<file path="src/rtl/minmax_tracker.sv">
// Streaming extreme tracker: collects a frame of unsigned samples over a
// valid/ready handshake and reports the max (or min) value and its first index.
module minmax_tracker #(
  parameter int N     = 8,
  parameter int LEN_W = 4
) (
  input  logic             clk,
  input  logic             rst_n,
  input  logic             i_start,
  input  logic             i_m,
  input  logic [LEN_W-1:0] i_len,
  input  logic             i_in_valid,
  output logic             o_in_ready,
  input  logic [N-1:0]     i_in_data,
  output logic             o_out_valid,
  input  logic             i_out_ready,
  output logic [N-1:0]     o_out_data,
  output logic [LEN_W-1:0] o_out_idx,
  output logic             o_busy
);

  typedef enum logic [1:0] {
    IDLE    = 2'd0,
    COLLECT = 2'd1,
    HOLD    = 2'd2
  } state_t;

  state_t           r_state;
  state_t           w_nextState;

  logic             r_mode;
  logic [LEN_W-1:0] r_len;
  logic [LEN_W-1:0] r_count;
  logic [N-1:0]     r_best;
  logic [LEN_W-1:0] r_bestIdx;
  logic [N-1:0]     r_outData;
  logic [LEN_W-1:0] r_outIdx;

  logic             w_startOk;
  logic             w_accept;
  logic             w_lastAccept;
  logic             w_better;
  logic             w_take;
  logic [N-1:0]     w_newBest;
  logic [LEN_W-1:0] w_newIdx;
  logic             w_inReady;
  logic             w_outValid;

  assign w_startOk    = (r_state == IDLE) && i_start && (i_len != '0);
  assign w_accept     = i_in_valid && w_inReady;
  assign w_lastAccept = w_accept && (r_count == (r_len - LEN_W'(1)));

  // Strict comparison so that ties keep the earlier sample.
  assign w_better  = r_mode ? (i_in_data < r_best) : (i_in_data > r_best);
  assign w_take    = (r_count == '0) || w_better;
  assign w_newBest = w_take ? i_in_data : r_best;
  assign w_newIdx  = w_take ? r_count : r_bestIdx;

  always_ff @(posedge clk or negedge rst_n) begin
    if (!rst_n) begin
      r_state <= IDLE;
    end else begin
      r_state <= w_nextState;
    end
  end

  always_comb begin
    w_nextState = r_state;
    w_inReady   = 1'b0;
    w_outValid  = 1'b0;
    case (r_state)
      IDLE: begin
        if (w_startOk) begin
          w_nextState = COLLECT;
        end
      end
      COLLECT: begin
        w_inReady = 1'b1;
        if (w_lastAccept) begin
          w_nextState = HOLD;
        end
      end
      HOLD: begin
        w_outValid = 1'b1;
        if (i_out_ready) begin
          w_nextState = IDLE;
        end
      end
      default: begin
        w_nextState = IDLE;
      end
    endcase
  end

  always_ff @(posedge clk or negedge rst_n) begin
    if (!rst_n) begin
      r_mode    <= 1'b0;
      r_len     <= '0;
      r_count   <= '0;
      r_best    <= '0;
      r_bestIdx <= '0;
    end else begin
      if (w_startOk) begin
        r_mode  <= i_m;
        r_len   <= i_len;
        r_count <= '0;
      end else if (w_accept) begin
        r_count   <= r_count + LEN_W'(1);
        r_best    <= w_newBest;
        r_bestIdx <= w_newIdx;
      end
    end
  end

  // Result registers only load on the final sample, so they stay frozen
  // through HOLD and after the handshake until the next frame completes.
  always_ff @(posedge clk or negedge rst_n) begin
    if (!rst_n) begin
      r_outData <= '0;
      r_outIdx  <= '0;
    end else if (w_lastAccept) begin
      r_outData <= w_newBest;
      r_outIdx  <= w_newIdx;
    end
  end

  assign o_in_ready  = w_inReady;
  assign o_out_valid = w_outValid;
  assign o_out_data  = r_outData;
  assign o_out_idx   = r_outIdx;
  assign o_busy      = (r_state != IDLE);

endmodule

</file>
<file path="config.mk">
export PLATFORM = sky130hd
export DESIGN_NAME = minmax_tracker
export DESIGN_NICKNAME = d
export VERILOG_FILES = /design/src/rtl/minmax_tracker.sv
export SDC_FILE = /design/constraint.sdc
export NUM_CORES = 1
export LEC_CHECK = 0
export BUFFER_PORTS_ARGS = -buffer_cell sky130_fd_sc_hd__buf_2
export CORE_UTILIZATION = 55
export CTS_BUF_LIST = sky130_fd_sc_hd__clkbuf_8 sky130_fd_sc_hd__clkbuf_16
export DETAILED_ROUTE_END_ITERATION = 8
export GPL_TIMING_DRIVEN = 0
export PLACE_DENSITY = 0.78
export RECOVER_POWER = 25
export SYNTH_ARGS = -nofsm -noshare
export SYNTH_HDL_FRONTEND = slang
export SYNTH_SLANG_ARGS = --single-unit
export TNS_END_PERCENT = 20
</file>
<file path="constraint.sdc">
create_clock -name clk -period 4.1 [get_ports clk]
set_input_delay 0.615 -clock clk [delete_from_list [all_inputs] [get_ports clk]]
set_output_delay 0.615 -clock clk [all_outputs]
set_load 0.05 [all_outputs]
</file>
==> impl_results.rst <==
.. list-table::
   :header-rows: 1

   * - Metric
     - Value
   * - Core Region
     - 0.003337 mm2
   * - Power density over cell area
     - 920.1 mW/mm2
   * - Max H-tree Level
     - 2
   * - Crit-path cells
     - buf_2 -> ha_1 -> nor2b_2 -> o211ai_1 -> a21o_1 -> a211oi_2 -> buf_4 -> o21ai_2 -> buf_6 -> mux2_4
   * - Share of the yosys chip area belonging to registers
     - 45.60%
   * - Area added between synthesis and finish
     - 15.05%
   * - Sum of negative setup slack
     - 0 ps
   * - Buffers on Ports
     - 32
   * - Number of max-cap violations
     - 1
   * - Hold buffers post-CTS
     - 0
   * - Share of the cycle needed by the critical path after routing
     - 59.67%
   * - Clock insertion delay at the later pin of the skew report
     - 290 ps
   * - Number of synthesized flops with an enable pin
     - 0
   * - Total Routing Usage GR
     - 24.07%
   * - Antenna Nets Post-Route
     - 0
   * - Utilization after layout
     - 66.22%
   * - Post-layout minimum cycle time
     - 2447 ps
   * - CTS buffer count
     - 5
   * - Highest-count cells in the layout ignoring fill and taps
     - 35 x buf_2, 35 x dfrtp_1, 15 x nor2_1, 14 x inv_1, 14 x o21ai_0
   * - Number of clock sinks
     - 35
   * - Hold/Removal Path Class
     - reg -> reg
   * - Share of synthesized cell area in and, or, nand and nor gates
     - 14.79%
   * - Multiplexer share of the synthesized area
     - 10.36%
   * - Overall Power
     - 2033 uW
   * - Initial antenna violation count
     - 0
   * - Buffer count from post-CTS setup fixing
     - 0
   * - Initial standard-cell utilization of the core
     - 57.56%
   * - Most used DFF post-synth
     - dfrtp_1
   * - Number of hold violations in the final report
     - 0
   * - Via count of the first global-routing pass
     - 1449
   * - Ratio of cells with drive above 1 in the final layout
     - 25.56%
   * - Hold slack
     - 494.8 ps
   * - TritonCTS clock tree
     - done
   * - Die span in y
     - 61.10 um
   * - Largest net degree at the start of global routing
     - 36
   * - Synth Area in XOR/XNOR
     - 3.648%
   * - Maximum buffer depth of the clock tree
     - 2
   * - Main combinational cell family by area after synthesis
     - simple AND/OR/NAND/NOR gates
   * - Class of the most critical setup path
     - in -> reg
   * - Complex-gate fraction of the synthesized area
     - 13.09%
   * - Drt wl/cell
     - 13.73 um
   * - Register bit total from synthesis
     - 35
   * - Worst path top cell family by delay
     - compound AO/OA/AOI/OAI gates
   * - Setup repair after global routing missed its margin
     - no
   * - Headroom to the max-slew limit
     - -21.44%
   * - Std cell rows
     - 21
   * - Die ar.
     - 0.003733 mm2
   * - Wire length of the first global-routing pass
     - 6258 um
   * - Met3 capacity usage during global routing
     - 5.882%
   * - Transition time at the pin with the least slew margin
     - 1822 ps
   * - Length in cells of the worst reg-to-reg path
     - 10
   * - Share of flip-flops with an asynchronous set or reset
     - 100.0%
   * - Total stage count of the critical path
     - 10
   * - Final Wtd Congestion
     - 0.8816
   * - Highest cell delay on the worst timing path
     - 310 ps
   * - Required arrival time at the worst endpoint
     - 4270 ps
   * - CP Capture Type
     - register
   * - Maximum net fanout on the critical path
     - 10
   * - Worst Hold Depth
     - 1
   * - Syn nets
     - 214
   * - Final WL
     - 3693 um
   * - Max frequency
     - 0.4087 GHz
   * - Final Setup Violations
     - 0
   * - Clock-pin slew of the registers on the worst-case setup and hold paths
     - 60 ps
   * - Sort of element at the start of the critical path
     - input port
   * - Unique masters post-synth
     - 38
   * - Max-slew violation count
     - 36
   * - Number of violations reported at the end of detailed-routing iteration 0
     - 48
   * - Cell count after synthesis
     - 185
   * - First drt pass iteration count
     - 4
   * - Layer carrying the most global-route usage
     - met2
   * - Failing checks
     - max-capacitance violations, max-slew violations
   * - Num ports
     - 33
   * - Number of synthesis warnings
     - 0
   * - GRT met2 Usage
     - 40.68%
   * - Vias per std cell
     - 5.401
   * - Count of nets after finishing
     - 253
   * - Library cell contributing the largest single delay on the critical path
     - mux2_4
   * - Global route total overflow
     - 0
   * - # DRC
     - 0
   * - Ant. Diodes
     - 0
   * - Overall via count from detail_route
     - 1453
   * - Quantity of gates resized following cts
     - 0
   * - Status
     - finished, violations left
   * - Sum of buffers and inverters on the critical path
     - 3
   * - Synthesized cell area
     - 0.001921 mm2
   * - Met1 track demand over resource
     - 27.67%
   * - Static leakage
     - 0.001065 uW
   * - Synthesized-area fraction occupied by adder cells
     - 7.166%
   * - Worst Skew
     - 5.832 ps
   * - Crit path arrival time
     - 2620 ps
   * - Horizontal die dimension
     - 61.10 um
   * - Root Driver
     - clkbuf_8
   * - Syn avg cell area
     - 10.38 um2
   * - Half-perimeter wire length after detailed placement
     - 2660 um
   * - Worst ir drop on vdd
     - 0.0004362 V
==> cell usage after synthesis (2+ instances only) <==
master     n  share of area (%)
a21oi_1    3               0.78
a31oi_1   12                3.9
a32o_1     2                1.0
and2_1     5                1.6
buf_2      4                1.0
clkbuf_1   4               0.78
dfrtp_1   35                 46
ha_1      11                7.2
inv_1     13                2.5
mux2_1     5                2.9
mux2_2     2                1.2
mux2_4     8                6.3
nand2_1    8                1.6
nand3_1    2               0.52
nand4_1    9                2.9
nor2_1    15                2.9
o21ai_0   14                3.6
or3_1      7                2.3
xnor2_1    6                2.7
xor2_1     2               0.91
==> path summary, 6_finish.rpt <==
| check | startpoint | slack (ps) | to |
|---|---|---|---|
| worst min register to register | r_bestIdx[2] | 490 | r_bestIdx[2] |
| max in group asynchronous | rst_n | 2230 | r_best[3] |
| min in group asynchronous | rst_n | 810 | r_best[7] |
| worst min-delay path | r_bestIdx[2] | 490 | r_bestIdx[2] |
| worst max register to register | r_best[1] | 1720 | r_best[3] |
| worst max-delay path | i_in_data[1] | 1650 | r_best[3] |
==> worst reg2reg max path, cell delays in order, from the launching register on <==
cell and delay (ps):
dfrtp_1 370, inv_1 80, ha_1 240, nor2b_2 160, o211ai_1 180, a21o_1 220, a211oi_2 100, buf_4 170
o21ai_2 210, buf_6 220, mux2_4 320
==> per-layer routing <==
layer	vias up	share of wire, %
met5	-	0
met4	0	1.6
met3	6	4.6
met2	35	48
met1	683	45
li1	729	-
==> logic make-up (layout without fill, tap and decap cells) <==
kind of cell             count (synthesis)  after routing
flip-flops                              35             35
XOR/XNOR                                 8              8
multiplexers                            15             15
buffers and inverters                   23             61
adder cells (fa/ha/maj)                 11             11
AND/OR/NAND/NOR                         54             54
AO/OA/AOI/OAI                           39             39
==> area by class of cell <==
| type | count | area [um2] |
|---|---|---|
| tap | 46 | 57.56 |
| clock buffer | 5 | 68.82 |
| sequential | 35 | 875.8 |
| clock inverter | 1 | 3.754 |
| inverter | 13 | 48.80 |
| multi-input combinational | 127 | 942.2 |
| fill | 287 | 1127 |
| timing repair buffer | 32 | 158.9 |
| buffer | 10 | 53.80 |
==> power by group <==
part	leakage, uW	total (uW)	switching, uW	internal, uW
registers	0.000423	630	117	514
clock network	0.0000413	223	113	110
logic	0.000600	1180	723	456
total	0.00106	2030	953	1080
==> sequential cells by signal, indices dropped and copies added (netlist names) <==
signal	count
r_bestIdx	4
o_out_idx	4
r_best	8
r_len	4
r_mode	1
o_out_data	8
r_state	2
r_count	4
==> through the flow <==
step                      instances  cell area, um2  worst slack [ps]
after detailed placement        263            2138              1360
final                           269            2210              1653
after global routing            269            2210              1481
after global placement          263            2138              1424
after floorplan                 185            1921              1697
after CTS                       269            2211              1662
Power figures use the tool's default switching activity.
